### config.mk
export PLATFORM = sky130hd
export DESIGN_NAME = cdb_arbiter
export DESIGN_NICKNAME = d
export VERILOG_FILES = /design/src/rtl/cdb_arbiter.sv
export SDC_FILE = /design/constraint.sdc
export NUM_CORES = 1
export LEC_CHECK = 0
export ABC_AREA = 0
export CAP_MARGIN = 40
export CORE_ASPECT_RATIO = 1.2
export CORE_MARGIN = 3
export CORE_UTILIZATION = 50
export DETAILED_ROUTE_END_ITERATION = 12
export PLACE_DENSITY_LB_ADDON = 0.15
export SLEW_MARGIN = 10
export SYNTH_ARGS = -nofsm -noshare
export SYNTH_HDL_FRONTEND = slang
export SYNTH_HIERARCHICAL = 1
export SYNTH_SLANG_ARGS = --single-unit
### constraint.sdc
create_clock -name clk -period 4.8 [get_ports clk]
set_clock_uncertainty 0.15 [all_clocks]
set_input_delay 0.72 -clock clk [delete_from_list [all_inputs] [get_ports clk]]
set_output_delay 0.72 -clock clk [all_outputs]
set_load 0.01 [all_outputs]
### src/rtl/cdb_arbiter.sv
// cdb_arbiter: shares the common data bus between ALU1, ALU2 and the
// load/store buffer. Each producer owns a small circular result queue; the
// queue heads are granted round-robin and the winner is registered onto the
// CDB broadcast consumed by the RS, ROB and LSB.
//
// Ports
//   clk, rst          clock / synchronous active-high reset
//   rdy               global ready, low freezes all state
//   flush             mispredict flush: clears queues, drops same-edge inputs
//   alu1_*/alu2_*/lsb_*  producer results (valid, ROB tag, 32-bit value)
//   cdb_valid/tag/value/src  registered broadcast (src: 0 ALU1, 1 ALU2, 2 LSB)
//   issue_stall       combinational near-full indication toward issue
//   overflow_err      sticky, set when a result is dropped at a full queue
//
// Optional build macro CDB_BYPASS_EN: a result arriving while its queue is
// empty may win arbitration in the same cycle and go straight to the CDB
// registers without being enqueued.

module cdb_src_fifo #(
    parameter int FIFO_DEPTH = 4,
    parameter int TAG_W      = 4,
    parameter int CW         = $clog2(FIFO_DEPTH) + 1
) (
    input  logic             clk,
    input  logic             rst,
    input  logic             rdy,
    input  logic             flush,
    input  logic             enq,
    input  logic             deq,
    input  logic [TAG_W-1:0] din_tag,
    input  logic [31:0]      din_value,
    output logic [TAG_W-1:0] head_tag,
    output logic [31:0]      head_value,
    output logic [CW-1:0]    count,
    output logic             ovf
);
    localparam int AW = $clog2(FIFO_DEPTH);
    localparam logic [CW-1:0] FULL_CNT = CW'(FIFO_DEPTH);

    logic [AW-1:0]    head, tail;
    logic [TAG_W-1:0] mem_tag   [FIFO_DEPTH];
    logic [31:0]      mem_value [FIFO_DEPTH];
    logic             full, do_enq, do_deq;

    assign full   = (count == FULL_CNT);
    assign do_deq = deq && (count != '0);
    // A full queue still accepts when it is being drained at the same edge.
    assign do_enq = enq && (!full || do_deq);
    assign ovf    = rdy && !flush && enq && full && !do_deq;

    assign head_tag   = mem_tag[head];
    assign head_value = mem_value[head];

    // Depth is a power of two, so the pointers wrap by natural overflow.
    always_ff @(posedge clk) begin
        if (rst) begin
            head  <= '0;
            tail  <= '0;
            count <= '0;
        end else if (rdy) begin
            if (flush) begin
                head  <= '0;
                tail  <= '0;
                count <= '0;
            end else begin
                if (do_enq) begin
                    mem_tag[tail]   <= din_tag;
                    mem_value[tail] <= din_value;
                    tail            <= tail + 1'b1;
                end
                if (do_deq)
                    head <= head + 1'b1;
                case ({do_enq, do_deq})
                    2'b10:   count <= count + 1'b1;
                    2'b01:   count <= count - 1'b1;
                    default: count <= count;
                endcase
            end
        end
    end
endmodule

module cdb_arbiter #(
    parameter int FIFO_DEPTH   = 4,
    parameter int STALL_MARGIN = 2,
    parameter int TAG_W        = 4
) (
    input  logic             clk,
    input  logic             rst,
    input  logic             rdy,
    input  logic             flush,
    input  logic             alu1_valid,
    input  logic [TAG_W-1:0] alu1_tag,
    input  logic [31:0]      alu1_value,
    input  logic             alu2_valid,
    input  logic [TAG_W-1:0] alu2_tag,
    input  logic [31:0]      alu2_value,
    input  logic             lsb_valid,
    input  logic [TAG_W-1:0] lsb_tag,
    input  logic [31:0]      lsb_value,
    output logic             cdb_valid,
    output logic [TAG_W-1:0] cdb_tag,
    output logic [31:0]      cdb_value,
    output logic [1:0]       cdb_src,
    output logic             issue_stall,
    output logic             overflow_err
);
    localparam int NSRC = 3;
    localparam int CW   = $clog2(FIFO_DEPTH) + 1;
    localparam logic [CW-1:0] STALL_LVL = CW'(FIFO_DEPTH - STALL_MARGIN);

    logic [NSRC-1:0]            in_valid;
    logic [NSRC-1:0][TAG_W-1:0] in_tag;
    logic [NSRC-1:0][31:0]      in_value;
    logic [NSRC-1:0][TAG_W-1:0] q_tag;
    logic [NSRC-1:0][31:0]      q_value;
    logic [NSRC-1:0][CW-1:0]    q_count;
    logic [NSRC-1:0]            q_nonempty, req, enq, deq, ovf, near_full;
    logic [1:0]                 last, grant;
    logic                       grant_vld, bypass;
    logic [TAG_W-1:0]           sel_tag;
    logic [31:0]                sel_value;
    int                         arb_idx;

    assign in_valid = {lsb_valid, alu2_valid, alu1_valid};
    assign in_tag   = {lsb_tag, alu2_tag, alu1_tag};
    assign in_value = {lsb_value, alu2_value, alu1_value};

`ifdef CDB_BYPASS_EN
    assign req    = q_nonempty | in_valid;
    assign bypass = grant_vld && !q_nonempty[grant];
`else
    assign req    = q_nonempty;
    assign bypass = 1'b0;
`endif

    // Round-robin: first requester strictly after the last grant, wrapping.
    always_comb begin
        grant     = last;
        grant_vld = 1'b0;
        arb_idx   = 0;
        for (int i = 1; i <= NSRC; i++) begin
            arb_idx = (int'(last) + i) % NSRC;
            if (!grant_vld && req[arb_idx]) begin
                grant_vld = 1'b1;
                grant     = 2'(arb_idx);
            end
        end
    end

    assign sel_tag   = bypass ? in_tag[grant]   : q_tag[grant];
    assign sel_value = bypass ? in_value[grant] : q_value[grant];

    for (genvar i = 0; i < NSRC; i++) begin : g_src
        assign q_nonempty[i] = (q_count[i] != '0);
        assign near_full[i]  = (q_count[i] >= STALL_LVL);
        // A bypassed result goes straight to the CDB and must not also queue.
        assign enq[i] = in_valid[i] && !(bypass && grant == 2'(i));
        assign deq[i] = grant_vld && !bypass && grant == 2'(i);

        cdb_src_fifo #(
            .FIFO_DEPTH(FIFO_DEPTH),
            .TAG_W     (TAG_W),
            .CW        (CW)
        ) u_fifo (
            .clk       (clk),
            .rst       (rst),
            .rdy       (rdy),
            .flush     (flush),
            .enq       (enq[i]),
            .deq       (deq[i]),
            .din_tag   (in_tag[i]),
            .din_value (in_value[i]),
            .head_tag  (q_tag[i]),
            .head_value(q_value[i]),
            .count     (q_count[i]),
            .ovf       (ovf[i])
        );
    end

    assign issue_stall = !rst && (|near_full);

    always_ff @(posedge clk) begin
        if (rst) begin
            cdb_valid    <= 1'b0;
            cdb_tag      <= '0;
            cdb_value    <= '0;
            cdb_src      <= '0;
            last         <= 2'd2;
            overflow_err <= 1'b0;
        end else if (rdy) begin
            if (|ovf)
                overflow_err <= 1'b1;
            if (flush) begin
                cdb_valid <= 1'b0;
            end else if (grant_vld) begin
                cdb_valid <= 1'b1;
                cdb_tag   <= sel_tag;
                cdb_value <= sel_value;
                cdb_src   <= grant;
                last      <= grant;
            end else begin
                cdb_valid <= 1'b0;
            end
        end
    end
endmodule

Yosys cells after proc, flatten, opt, wreduce, memory -nomap -nowiden
Memories as Yosys holds them, arrays and structs flattened. A register that Yosys moved wholly into a read port is not among the register bits.
Index checks and enable logic that the tools add are counted.
{"block": "word_totals", "mem_count": 6, "latch_bits": 0, "out_inout_bits": 41, "register_bits": 63, "elab_cells": 185, "ram_bits": 432, "romBits": 0}
{"memory": "g_src[0].u_fifo.mem_value", "depth": 4, "word_bits": 32, "read_ports": 1, "rd_clocked_by_memory_dff": 1, "write_ports": 1, "line_no": "42", "text": "logic [31:0] mem_value [FIFO_DEPTH];"}
{"memory": "g_src[1].u_fifo.mem_value", "depth": 4, "word_bits": 32, "read_ports": 1, "rd_clocked_by_memory_dff": 1, "write_ports": 1, "line_no": "42"}
{"memory": "g_src[2].u_fifo.mem_value", "depth": 4, "word_bits": 32, "read_ports": 1, "rd_clocked_by_memory_dff": 1, "write_ports": 1, "line_no": "42"}
{"memory": "g_src[0].u_fifo.mem_tag", "depth": 4, "word_bits": 4, "read_ports": 1, "rd_clocked_by_memory_dff": 1, "write_ports": 1, "line_no": "41", "text": "logic [TAG_W-1:0] mem_tag [FIFO_DEPTH];"}
{"memory": "g_src[1].u_fifo.mem_tag", "depth": 4, "word_bits": 4, "read_ports": 1, "rd_clocked_by_memory_dff": 1, "write_ports": 1, "line_no": "41"}
{"memory": "g_src[2].u_fifo.mem_tag", "depth": 4, "word_bits": 4, "read_ports": 1, "rd_clocked_by_memory_dff": 1, "write_ports": 1, "line_no": "41"}
{"block": "classes", "mux": 66, "addsub": 15, "shift": 0, "div_mod_pow": 3, "n_reduce_logical": 61, "bitwise": 1, "multipliers": 0, "order_cmp": 7, "n_eq_ne": 11}
{"op": "32-bit by 4-bit < comparator with 1-bit output (second input constant)", "count": 3}
{"op": "32-bit by 3-bit modulo with 32-bit output (second input constant)", "count": 3}
{"op": "32-bit binary-select mux with 2-bit select", "count": 1}
{"op": "2-bit two-way mux", "count": 27}
{"op": "32-bit two-way mux", "count": 1}
{"op": "1-bit two-way mux", "count": 26}
{"op": "1-bit logical AND", "count": 22}
{"op": "2-bit AND reduction", "count": 10}
{"op": "3-bit one-hot mux with 2 select lines", "count": 3}
{"op": "3-bit nonzero test", "count": 6}
{"op": "2-bit by 1-bit adder with 2-bit output (second input constant)", "count": 6}
{"op": "2-bit nonzero test", "count": 6}
{"op": "1-bit logical NOT", "count": 10}
{"op": "3-bit by 1-bit adder with 3-bit output (second input constant)", "count": 3}
{"op": "3-bit equality test (second input constant)", "count": 3}
{"op": "3-bit by 2-bit >= comparator with 1-bit output (second input constant)", "count": 3}
{"op": "3-bit two-way mux", "count": 3}
{"op": "3-bit by 1-bit subtractor with 3-bit output (second input constant)", "count": 3}
{"op": "4-bit binary-select mux with 2-bit select", "count": 1}
{"op": "2-bit by 1-bit equality test with 1-bit output (second input constant)", "count": 4}
{"op": "2-bit equality test (second input constant)", "count": 4}
{"op": "2-bit by 2-bit adder with 3-bit output (second input constant)", "count": 2}
{"op": "1-bit binary-select mux with 2-bit select", "count": 3}
{"op": "3-bit OR reduction", "count": 2}
{"op": "other kinds (7)", "count": 9}

Depth between registers and ports, before layout
Gate-level depths: netlist (run 1).
{"block": "depth", "ltp_word": 22, "ltp_mapped": 18, "ltp_nobuf": 15}

By module
The synthesis (run 1) kept the hierarchy.
{"mod": "cdb_src_fifo at g_src[2].u_fifo", "area_each_um2": 5815.6, "n_inst": 1, "cells_each": 266, "seq_area_each_um2": 4504.3}
{"mod": "cdb_src_fifo at g_src[0].u_fifo", "area_each_um2": 5813.1, "n_inst": 1, "cells_each": 266, "seq_area_each_um2": 4504.3}
{"mod": "cdb_src_fifo at g_src[1].u_fifo", "area_each_um2": 5813.1, "n_inst": 1, "cells_each": 262, "seq_area_each_um2": 4504.3}
{"mod": "cdb_arbiter", "area_each_um2": 2618.8, "n_inst": 1, "cells_each": 271, "seq_area_each_um2": 820.8}

Least setup slack after synthesis (run 1)
Ideal clock, no wire load.
{"block": "synth_path", "path_type": "reg2reg", "from": "reg, netlist name cdb_src[0]", "to": "mem g_src[2].u_fifo.mem_tag[1][0] (enable)", "path_stages_with_launch": 13, "synth_period_minus_slack_ps": 4411, "arrival_ps": 3864, "slack_ps": 389, "t_required_ps": 4253, "cell_sequence": "dfxtp_1 > inv_1 > ha_1 > buf_6 > or4b_1 > a221o_1 > o41ai_1 > a32o_2 > a21boi_0 > or4b_4 > nand2_1 > nor3_1 > and2_1"}
{"item": "to (decl)", "line_no": "41"}

==> results.cfg, run 1 <==
[setup_path]
reg2regPathDepth = 15
cp_max_fo = 9
cp_num_cells = 15
slowest_stage = o32ai_1
reg2reg_to = g_src[1].u_fifo/count[2]
rr_startpoint = cdb_src[0]
path_class = flop to flop
crit_path_max_incr_delay_ps = 660
crit_chain = inv_1 -> ha_1 -> nor4b_4 -> o32ai_1 -> nor4_2 -> o22ai_2 -> nand2_1 -> nor2_1 -> o31ai_1 -> nor2_1 -> fa_1 -> nand2_1 -> or4b_1 -> nand3_1 -> o41ai_1
crit_path_start_kind = flop
crit_family = simple AND/OR/NAND/NOR gates
regToRegSetupSlack_ps = 450
cp.required_ps = 5070
crit_buf_inv = 1
worst_ep_arrival_time_ps = 4620
cp-end-kind = flop

[sta]
setup_viol = 0
worst_pin_slew_ps = 827
max_freq_ghz = 0.230
slew_headroom_pct = 44.9
fin_crit_sh_pct = 90.5
finalWorstSetupSlack_ps = 455
finalSetupTns_ps = 0
hold_viol = 0
final.min_clock_period_ps = 4350
timing.final.max_slew_violations = 0
rsz0062_at_grt = no

[layout]
drive_gt1_share_pct = 20.7
num-fill-cells = 2937
synthToLayoutAreaGrowth_pct = 19.1
multi_input_area_um2 = 5180
fin_nets = 1378
seqCellArea_um2 = 14300

[clock_tree]
clockBufferDepth = 3
post_cts_buffers = 0
clkSlewWorstSetupHoldPaths_ps = 60
htreeDepth = 2
post_cts_resize_count = 0
cts_inserted_buffers = 49
cts_root_buffer = clkbuf_16
cts_tree = done
clock_sinks = 500
hold_buffers = 0
clk_latency_ps = 560

[pwr]
sw_frac_of_total_pct = 20.9
internal-power_mw = 7.19
p_per_area_nw_per_um2 = 380
seq_power_share_pct = 52.9
vdd_ir_drop_max_mv = 0.226
pwr-share-clk_pct = 40.1
comb_power_share_pct = 7.0
power.switching_mw = 1.90
p_leak_nw = 7.87

[min_path]
min_path_cells = 2
hold_end = cdb_value[21]
hold_start = cdb_value[21]
min_path_type = flop to flop

[synth]
synthFlopType = edfxtp_1
synth_edf_count = 432
synth_warnings = 6
synth_area_leaders = edfxtp_1 65%, mux4_2 12%, dfxtp_1 6.8%
ys_types = 78
ys_ff_latch = 500
yosys.area.top_type = edfxtp_1
avgSynthCellArea_um2 = 18.8
syn_inst = 1065
syn_area_um2 = 20100
syn_nets = 1198
yosys.area.top_type_share_pct = 64.7
seq_area_frac_synth_pct = 71.5
postSynth.asyncResetShare_pct = 0

[route]
vias = 10447
antenna_left = 0
first_pass_iters = 5
wire_per_inst_um = 24.2
vias_per_cell = 5.77
routed_wl_um = 43800
remaining_drc_errors = 0
initialDrtViolationCount = 809

[floorplan]
initial_core_util_pct = 51.1
die_w_um = 189
rows = 79
die_h_um = 225
dieArea_um2 = 42600
io_pins = 156
core_um2 = 39200

[placed_design]
io_buffer_count = 155
post-place-ws_ps = 560
hpwl_um = 28700
gp_congestion = 0.870

[global_routing]
grt_usage_pct = 20.7
grt_pass1_vias = 10616
grt_start_max_net_pins = 37
antenna_found_initial = 0
grt_pass1_wl_um = 65800
grt_overflow_total = 0

[run_status]
outcome = finished, final reports clean

[flow_run]
max_cap_viol_count = 0
## worst max-delay path by stage
stage | to | startpoint | slack (ps)
6_report | g_src[1].u_fifo/count[2] | cdb_src[0] | 450
5_1_grt | g_src[1].u_fifo/count[2] | cdb_src[0] | 110
4_1_cts | g_src[1].u_fifo/count[2] | cdb_src[0] | 530
3_5_place_dp | g_src[1].u_fifo/count[2] | cdb_src[0] | 560
3_3_place_gp | g_src[1].u_fifo/count[2] | cdb_src[0] | 630
2_1_floorplan | g_src[2].u_fifo/mem_tag[1][0] | cdb_src[0] | 390
## logic make-up (layout without fill, tap and decap cells)
kind of cell,after synthesis,in the layout,synth area share (%)
compound gates,119,119,5.45
other cells,0,1,0
flops,500,500,71.5
fa+ha+maj,18,18,1.23
buf+inv,110,328,2.86
xor+xnor,4,4,0.175
simple gates,168,168,4.80
mux,146,146,14.0
## synthesized netlist by cell type, types with 4 or more instances
| cell | number |
|---|---|
| a21oi_1 | 19 |
| a31oi_1 | 4 |
| and2_1 | 12 |
| buf_1 | 7 |
| buf_2 | 19 |
| buf_4 | 11 |
| buf_6 | 6 |
| clkbuf_1 | 7 |
| dfxtp_1 | 68 |
| edfxtp_1 | 432 |
| ha_1 | 15 |
| inv_1 | 55 |
| mux2i_1 | 38 |
| mux4_2 | 108 |
| nand2_1 | 52 |
| nand2b_1 | 9 |
| nand3_1 | 4 |
| nor2_1 | 32 |
| nor3_1 | 11 |
| nor3b_1 | 6 |
| o211a_1 | 4 |
| o21ai_0 | 7 |
| o21ai_1 | 4 |
| o221ai_1 | 16 |
| o221ai_2 | 20 |
| o31ai_1 | 6 |
| or3_1 | 5 |
## per-layer routing
metal,up-vias,track usage (%),wire length [µm]
met5,-,0,0
met4,0,5.19,845
met3,57,3.17,2150
met2,295,35.5,22600
met1,5434,28.3,18200
li1,4661,-,-
## tightest hold or removal path, stage by stage, from the launching register on
cell and delay [ps]:
dfxtp_1 330, nand2_1 60, o221ai_2 50
## cell type report
type / instances / area share [%]
Antenna cell: 1 / 0.0105
Clock buffer: 70 / 5.85
Clock inverter: 19 / 0.602
Inverter: 55 / 0.864
Multi-Input combinational cell: 455 / 21.7
Sequential cell: 500 / 60.0
Tap cell: 526 / 2.76
Timing Repair Buffer: 184 / 8.19
## sequential cells by signal, summed over array words and instances, names as in the netlist, named ones only
signal and flops:
g_src.u_fifo/mem_tag 48, g_src.u_fifo/count 9, cdb_value 32, cdb_tag 4, g_src.u_fifo/tail 6, g_src.u_fifo/head 6, last 1, cdb_src 2
cdb_valid 1, overflow_err 1, g_src.u_fifo/mem_value 384
## power by group through the flow
stage / clock network (mW) / registers (mW) / logic [mW]
2_1_floorplan: 0 / 4.90 / 0.341
3_3_place_gp: 0 / 4.90 / 0.632
3_5_place_dp: 0 / 4.90 / 0.642
4_1_cts: 3.73 / 4.81 / 0.645
5_1_grt: 3.89 / 4.81 / 0.681
6_report: 3.64 / 4.81 / 0.636
## cells in the final DEF, fill, tap and decap left out, types with 19 or more instances in the layout
cell	n
clkbuf_16	51
nand2_1	52
o221ai_2	20
inv_1	55
mux2i_1	38
a21oi_1	19
mux4_2	108
dfxtp_1	63
edfxtp_1	432
nor2_1	32
clkdlybuf4s50_1	155
## metrics by stage
stage	utilization (%)	hold WS, ps	total power, mW	cells	instance area, µm²
after global placement	56.8	296	5.53	1717	22300
after detailed placement	56.9	299	5.54	1720	22300
after floorplan	-	311	5.24	1065	20100
after CTS	60.9	317	9.18	1809	23900
after global routing	60.9	331	9.38	1809	23900
final	60.9	318	9.09	1810	23900
No activity file was read; power rests on OpenSTA's default activity.
==> run 2: changes to the inputs <==
--- a/config.mk
+++ b/config.mk
@@ -8,7 +8,6 @@
 export ABC_AREA = 0
 export CAP_MARGIN = 40
 export CORE_ASPECT_RATIO = 1.2
-export CORE_MARGIN = 3
 export CORE_UTILIZATION = 50
 export DETAILED_ROUTE_END_ITERATION = 12
 export PLACE_DENSITY_LB_ADDON = 0.15
==> run 2 against run 1 <==
Non-clock buffer count is 3 higher; clock power is 3% lower; critical path depth is 2 lower; clock-buffer cell count is 3 lower; sequential power hardly changed; sequential cell count stayed put; register-to-register slack better by 110 ps; highest routed layer is now met5.
==> results.cfg, run 2 (synthesized netlist as in run 1, its figures left out) <==
[global_routing]
grt_pass1_vias = 10623
grt.busiest_layer = met2
grt_start_max_net_pins = 37
met1_usage_pct = 27.9
grtUsageMet2_pct = 37.3
use_met3_pct = 3.97
antenna_found_initial = 2
grt_usage_pct = 21.7
grt_overflow_total = 0
grt_pass1_wl_um = 64800

[setup_path]
startpoint = cdb_src[0]
rr_startpoint = cdb_src[0]
path_class = flop to flop
cp_max_fo = 22
crit_path_start_kind = flop
cp.required_ps = 4910
cp-end-kind = flop
worst_ep_arrival_time_ps = 4340

[min_path]
min_path_type = flop to flop
hold_start = cdb_value[15]

[layout]
layout_common_cells = 432 x edfxtp_1, 155 x clkdlybuf4s50_1, 108 x mux4_2
finish.utilization_pct = 60.2
num_antenna_cells = 0
top_register = g_src.u_fifo/mem_value
largest_register_ff_count = 384
drive_gt1_share_pct = 20.6
fin_cells = 1819
synthToLayoutAreaGrowth_pct = 18.9
fin_nets = 1380
reg.largest.list = g_src.u_fifo/mem_value: 384 flops, g_src.u_fifo/mem_tag: 48 flops, cdb_value: 32 flops
final_common_cell = edfxtp_1

[sta]
worst_pin_slew_ps = 808
final.min_clock_period_ps = 4230
rsz0062_at_grt = no
setup_viol = 0
slew_headroom_pct = 46.1
fin_crit_sh_pct = 88.2
timing.final.max_slew_violations = 0
finalSetupTns_ps = 0
max_freq_ghz = 0.236
hold_viol = 0

[route]
routed_wl_um = 43200
first_pass_iters = 6
remaining_drc_errors = 0
antenna_left = 0
wire_per_inst_um = 23.8
vias_per_cell = 5.69
vias = 10352
initialDrtViolationCount = 683

[pwr]
p_per_area_nw_per_um2 = 377
p_leak_nw = 7.85
vdd_ir_drop_max_mv = 0.275

[floorplan]
die_w_um = 185
die_h_um = 221
rows = 80
initial_core_util_pct = 50.6
core_um2 = 39600
dieArea_um2 = 40900
io_pins = 156

[clock_tree]
hold_buffers = 0
cts_inserted_buffers = 48
cts_tree = done
clkSlewWorstSetupHoldPaths_ps = 70
clk_latency_ps = 560
clockBufferDepth = 3
post_cts_resize_count = 0
htreeDepth = 2
post_cts_buffers = 0
clock_sinks = 500
cts_root_buffer = clkbuf_16

[placed_design]
hpwl_um = 28300
io_buffer_count = 155
dp.cells = 1730
gp_congestion = 0.781

[run_status]
outcome = finished, final reports clean

[flow_run]
max_cap_viol_count = 0
## run 2: changes by cell type in the layout (fill, tap and decap cells not counted), sizes merged
cell | before | now
inv | 56 | 57
bufinv | 2 | 1
buf | 29 | 32
clkbuf | 70 | 67
diode | 1 | 0
clkinv | 14 | 17
## run 2: layout make-up
| type | count | area (µm²) |
|---|---|---|
| Fill cell | 2983 | 15800 |
| Sequential cell | 500 | 14300 |
| Multi-Input combinational cell | 455 | 5180 |
| Timing Repair Buffer | 187 | 1990 |
| Clock buffer | 67 | 1330 |
| Tap cell | 533 | 667 |
| Inverter | 55 | 206 |
| Clock inverter | 22 | 130 |
## run 2: critical path, cell delays in order (launching register included)
cell,delay (ps)
dfxtp_1,410
inv_1,90
ha_1,350
nor4b_4,200
o32ai_1,690
nor4_2,130
o22ai_2,290
nand2_1,90
nor2_1,110
buf_4,180
o41ai_4,90
nor3_1,370
and2_2,510
buf_12,240
## run 2: final timing paths
check	cells after the start	slack, ps	endpoint
setup / recovery	13	570	g_src[1].u_fifo/mem_value[0][23]
hold / removal	2	310	cdb_value[15]
setup reg to reg	13	570	g_src[1].u_fifo/mem_value[0][23]
hold reg to reg	2	310	cdb_value[15]
## run 2: power breakdown
part	internal [mW]	leakage, nW	switching (mW)
Sequential	4.77	4.44	0.0351
Combinational	0.291	2.70	0.349
Clock	1.99	0.711	1.54
## run 2: stage by stage
step / hold WS, ps / area [µm²] / total power [mW] / worst slack (ps)
after floorplan: 311 / 20100 / 5.24 / 389
after global placement: 297 / 22300 / 5.53 / 673
after detailed placement: 298 / 22400 / 5.54 / 623
after CTS: 321 / 23800 / 9.05 / 591
after global routing: 339 / 23800 / 9.24 / 246
final: 315 / 23800 / 8.98 / 566
## run 2: routing by layer
layer	routed length, µm	part of all wire (%)	up-vias
met5	31	0.072	-
met4	1180	2.7	4
met3	2240	5.2	72
met2	22500	52	263
met1	17300	40	5349
li1	-	-	4664
==> run 3: changes to the inputs <==
--- a/config.mk
+++ b/config.mk
@@ -11,6 +11,7 @@
 export CORE_UTILIZATION = 50
 export DETAILED_ROUTE_END_ITERATION = 12
 export PLACE_DENSITY_LB_ADDON = 0.15
+export REMOVE_ABC_BUFFERS = 1
 export SLEW_MARGIN = 10
 export SYNTH_ARGS = -nofsm -noshare
 export SYNTH_HDL_FRONTEND = slang
==> run 3 against run 2 <==
Global-route usage grew 1.0 points; maximum frequency shrank 3.9%; via count grew 0.11%; sequential cell count is the same; non-clock buffer count grew 2; clock power grew 4%; sequential power is essentially flat; final area grew 0.19%; critical endpoint is now g_src[1].u_fifo/mem_value[3][22]; highest routed layer unchanged.
==> results.cfg, run 3 (synthesized netlist as in run 1, its figures left out) <==
[pwr]
seq_power_share_pct = 52.7
power_mw = 9.11
p_per_area_nw_per_um2 = 381
p_leak_nw = 7.89
sw_frac_of_total_pct = 21.2
comb_power_share_pct = 6.9
vdd_ir_drop_max_mv = 0.278
pwr-share-clk_pct = 40.4
internal-power_mw = 7.18
power.switching_mw = 1.93

[clock_tree]
post_cts_resize_count = 0
htreeDepth = 2
clk_latency_ps = 560
clock_sinks = 500
clockBufferDepth = 3
post_cts_buffers = 0
hold_buffers = 0
cts_tree = done
clkSlewWorstSetupHoldPaths_ps = 60
cts_inserted_buffers = 48
cts_root_buffer = clkbuf_16

[floorplan]
die_h_um = 221
io_pins = 156
dieArea_um2 = 40900
die_w_um = 185
core_um2 = 39600
initial_core_util_pct = 50.6
rows = 80

[setup_path]
crit_chain = inv_1 -> ha_1 -> nor4b_4 -> o32ai_1 -> nor4_2 -> o22ai_2 -> nand2_1 -> nor2_1 -> o41ai_4 -> nor3_1 -> and2_2 -> buf_4
cp_max_fo = 21
crit_path_max_incr_delay_ps = 670
cp-end-kind = flop
path_class = flop to flop
slowest_stage = o32ai_1
crit_path_start_kind = flop
worst_ep_arrival_time_ps = 4480
cp.required_ps = 4870

[global_routing]
grt_start_max_net_pins = 37
grt_pass1_vias = 10735
use_met3_pct = 3.69
grt_usage_pct = 22.8
met1_usage_pct = 30.1
antenna_found_initial = 2
grt_overflow_total = 0
grt_pass1_wl_um = 67200
grt.busiest_layer = met2
grtUsageMet2_pct = 39.6

[sta]
fin_crit_sh_pct = 91.8
setup_viol = 0
worst_pin_slew_ps = 800
hold_viol = 0
final.min_clock_period_ps = 4410
finalSetupTns_ps = 0
rsz0062_at_grt = no
max_freq_ghz = 0.227
slew_headroom_pct = 46.6
timing.final.max_slew_violations = 0

[route]
initialDrtViolationCount = 691
wire_per_inst_um = 24.9
antenna_left = 0
vias_per_cell = 5.69
first_pass_iters = 4
vias = 10363
remaining_drc_errors = 0
routed_wl_um = 45400

[placed_design]
io_buffer_count = 155
placed_cell_area_um2 = 22300
gp_congestion = 0.853
hpwl_um = 29100

[layout]
reg.largest.list = g_src.u_fifo/mem_value: 384 flops, g_src.u_fifo/mem_tag: 48 flops, cdb_value: 32 flops
num-fill-cells = 2946
seqCellArea_um2 = 14300
largest_register_ff_count = 384
final_common_cell = edfxtp_1
fin_area_um2 = 23900
layout_common_cells = 432 x edfxtp_1, 155 x clkdlybuf4s50_1, 108 x mux4_2
multi_input_area_um2 = 5180
top_register = g_src.u_fifo/mem_value
fin_nets = 1382
drive_gt1_share_pct = 21.4
synthToLayoutAreaGrowth_pct = 19.1
num_antenna_cells = 0

[min_path]
min_path_type = flop to flop

[run_status]
outcome = finished, final reports clean

[flow_run]
max_cap_viol_count = 0
==> run 3: cell types whose count changed in the layout (fill, tap and decap cells not counted), sizes merged <==
cell and delta:
clkinv -3, buf +2, clkbuf -1, clkinvlp +2, inv -1, bufinv +2
==> run 3: power by group through the flow <==
stage | logic [mW] | clock network, mW | registers (mW)
final | 0.626 | 3.68 | 4.80
after detailed placement | 0.628 | 0 | 4.89
after global placement | 0.618 | 0 | 4.89
after global routing | 0.665 | 3.91 | 4.80
after CTS | 0.631 | 3.75 | 4.80
after floorplan | 0.294 | 0 | 4.90
==> run 3: worst max-delay path: cells and delay by family, from the launching register on <==
| kind | cells | cell delay, ps |
|---|---|---|
| buffers and inverters | 2 | 420 |
| adder cells (fa/ha/maj) | 1 | 340 |
| flip-flops | 1 | 410 |
| AND/OR/NAND/NOR | 6 | 1600 |
| AO/OA/AOI/OAI | 3 | 1140 |
==> run 3: area by class of cell <==
cell class	instances	area share, %
multi-input combinational	455	21.7
inverter	55	0.864
tap	533	2.79
clock buffer	66	5.61
clock inverter	22	0.854
timing repair buffer	189	8.14
sequential	500	60.1
==> run 3: through the flow <==
step / worst slack (ps) / util (%) / hold WS (ps) / instances
finish: 395 / 60.3 / 314 / 1820
global placement: 521 / 56.2 / 294 / 1728
floorplan: -1460 / - / 311 / 1010
CTS: 387 / 60.2 / 318 / 1819
detailed placement: 422 / 56.3 / 298 / 1731
global route: 25.1 / 60.3 / 334 / 1820
==> run 3: final timing paths <==
| kind | startpoint | slack [ps] | depth (start not counted) | end |
|---|---|---|---|---|
| min reg2reg | cdb_value[23] | 310 | 2 | cdb_value[23] |
| max reg2reg | cdb_src[0] | 390 | 12 | g_src[1].u_fifo/mem_value[3][22] |
| min | cdb_value[23] | 310 | 2 | cdb_value[23] |
| max | cdb_src[0] | 390 | 12 | g_src[1].u_fifo/mem_value[3][22] |
==> run 3: metal layers <==
| metal | share of wire (%) | up-vias |
|---|---|---|
| met1 | 41 | 5373 |
| li1 | - | 4662 |
| met3 | 4.9 | 43 |
| met4 | 1.2 | 4 |
| met2 | 53 | 281 |
| met5 | 0.046 | - |
==> variant (settings of run 2) <==
The option `CDB_BYPASS_EN` is turned on by a define.
--- a/src/rtl/cdb_arbiter.sv
+++ b/src/rtl/cdb_arbiter.sv
@@ -16,4 +16,6 @@
 // empty may win arbitration in the same cycle and go straight to the CDB
 // registers without being enqueued.
+
+`define CDB_BYPASS_EN
 
 module cdb_src_fifo #(
Check against the original RTL: not settled (the Yosys comparison gave no result); the edit may change what the design does.
==> variant against run 2 <==
- count of clock-buffer cells in the layout shrank 2
- setup slack lost 0.16 ns
- area after synthesis up 15%
- critical endpoint is now g_src[1].u_fifo/count[2]
- cell area grew 15%
- wire length is 54% higher
- die area grew 15%
- worst hold slack improved by 0.015 ns
- sequential cell count did not move
Power is not compared: it rests on default switching activity, and its combinational part moved more than twofold at a synthesized area within 25%.
==> variant: results <==
group,metric,value,unit
worst_setup_path,ff2ff_setup_slack,0.41,ns
synthesis,synthTopCellsByArea,"edfxtp_1, mux4_2, dfxtp_1",
synthesis,synth.top_cells.by_count,"edfxtp_1, mux4_2, clkbuf_1",
hold_path,holdPathEnd,"cdb_valid",
synthesis,synth_cell_type_count,71,
grt,grt_pass1_vias,15731,
placement,hpwl,43300,um
worst_setup_path,reg2reg_to,"g_src[1].u_fifo/count[2]",
final_layout,drive_gt1_share,19.0,%
grt,grt_use_total,29.0,%
final_layout,nNetsFinal,1871,
synthesis,yosysTopAreaCellShare,56.3,%
worst_setup_path,arrival,4.74,ns
clock_tree,clk_latency,0.59,ns
worst_setup_path,cp_top_family,"compound AO/OA/AOI/OAI gates",
grt,antenna_found_initial,2,
synthesis,yosysSeqAreaShare,62.3,%
hold_path,hold_path.startpoint,"cdb_valid",
drt,first_pass_iters,8,
timing,max_slew_margin,37.3,%
drt,vias,15709,
worst_setup_path,slowest_delay,0.62,ns
worst_setup_path,slowest_stage,"ha_1",
run_status,status,"complete, no violations",
placement,io_buffer_count,155,
synthesis,syn_nets,1708,
clock_tree,cts_buffers,50,
placement,gp_congestion,0.931,
grt,grt_pass1_wl,100000,um
final_layout,nFillCells,3460,
grt,grt_max_degree,145,
worst_setup_path,worstPathMaxFanout,12,
worst_setup_path,r2r_cells,16,
==> variant: power breakdown <==
group / internal [W] / leakage (nW) / total (W) / switching (W)
clock: 0.00220 / 0.764 / 0.00382 / 0.00162
sequential: 0.00480 / 4.44 / 0.00485 / 0.0000540
combinational: 0.000761 / 3.52 / 0.00208 / 0.00132
==> variant: worst max-delay path by stage <==
stage          startpoint  slack (ns)                             to  depth (start not counted)
2_1_floorplan  alu1_valid        0.22  g_src[0].u_fifo/mem_tag[0][0]                         13
3_3_place_gp   alu2_valid        0.10       g_src[1].u_fifo/count[2]                         15
3_5_place_dp   alu1_valid        0.02       g_src[1].u_fifo/count[2]                         15
4_1_cts           last[1]        0.31       g_src[1].u_fifo/count[2]                         16
5_1_grt        cdb_src[0]        0.06       g_src[1].u_fifo/count[2]                         16
6_report       cdb_src[0]        0.41       g_src[1].u_fifo/count[2]                         16
==> variant: cell families after synthesis <==
logic type | Yosys count | synth area share (%)
flops | 500 | 62.3
compound gates | 387 | 11.8
simple gates | 380 | 10.4
buf+inv | 175 | 3.50
mux | 112 | 10.7
fa+ha+maj | 19 | 1.11
xor+xnor | 3 | 0.114
==> variant: stage by stage <==
step / setup slack [ns] / cell area, um2 / cells / util [%] / hold WS, ns
2_1_floorplan: 0.218 / 23000 / 1576 / - / 0.308
3_3_place_gp: 0.101 / 25700 / 2293 / 56.9 / 0.310
3_5_place_dp: 0.0249 / 25800 / 2296 / 57.0 / 0.323
4_1_cts: 0.307 / 27300 / 2385 / 60.5 / 0.337
5_1_grt: 0.0619 / 27300 / 2385 / 60.5 / 0.363
6_report: 0.408 / 27400 / 2386 / 60.5 / 0.330
==> variant: timing repair <==
item,in CTS,in global routing
setup endpoints to repair,0,1
gates resized for setup,0,1
hold endpoints to repair,0,0
==> variant: cell type report <==
cell class | instances | area, um2 | share of cell area (%)
clock buffers | 65 | 1360 | 4.97
flip-flops and latches | 500 | 14300 | 52.4
clock inverters | 24 | 219 | 0.801
well taps | 609 | 762 | 2.79
multi-input cells | 901 | 7950 | 29.1
repair buffers | 264 | 2640 | 9.63
inverters | 22 | 82.6 | 0.302
diodes | 1 | 2.50 | 0.00915
==> variant: layer usage <==
| metal | global-route usage, % | share of wire, % | vias up |
|---|---|---|---|
| met2 | 49.1 | 51 | 707 |
| met1 | 36.3 | 37 | 8045 |
| met5 | 0 | 0.034 | - |
| met4 | 14.7 | 5.3 | 4 |
| met3 | 4.33 | 6.6 | 137 |
| li1 | - | - | 6816 |
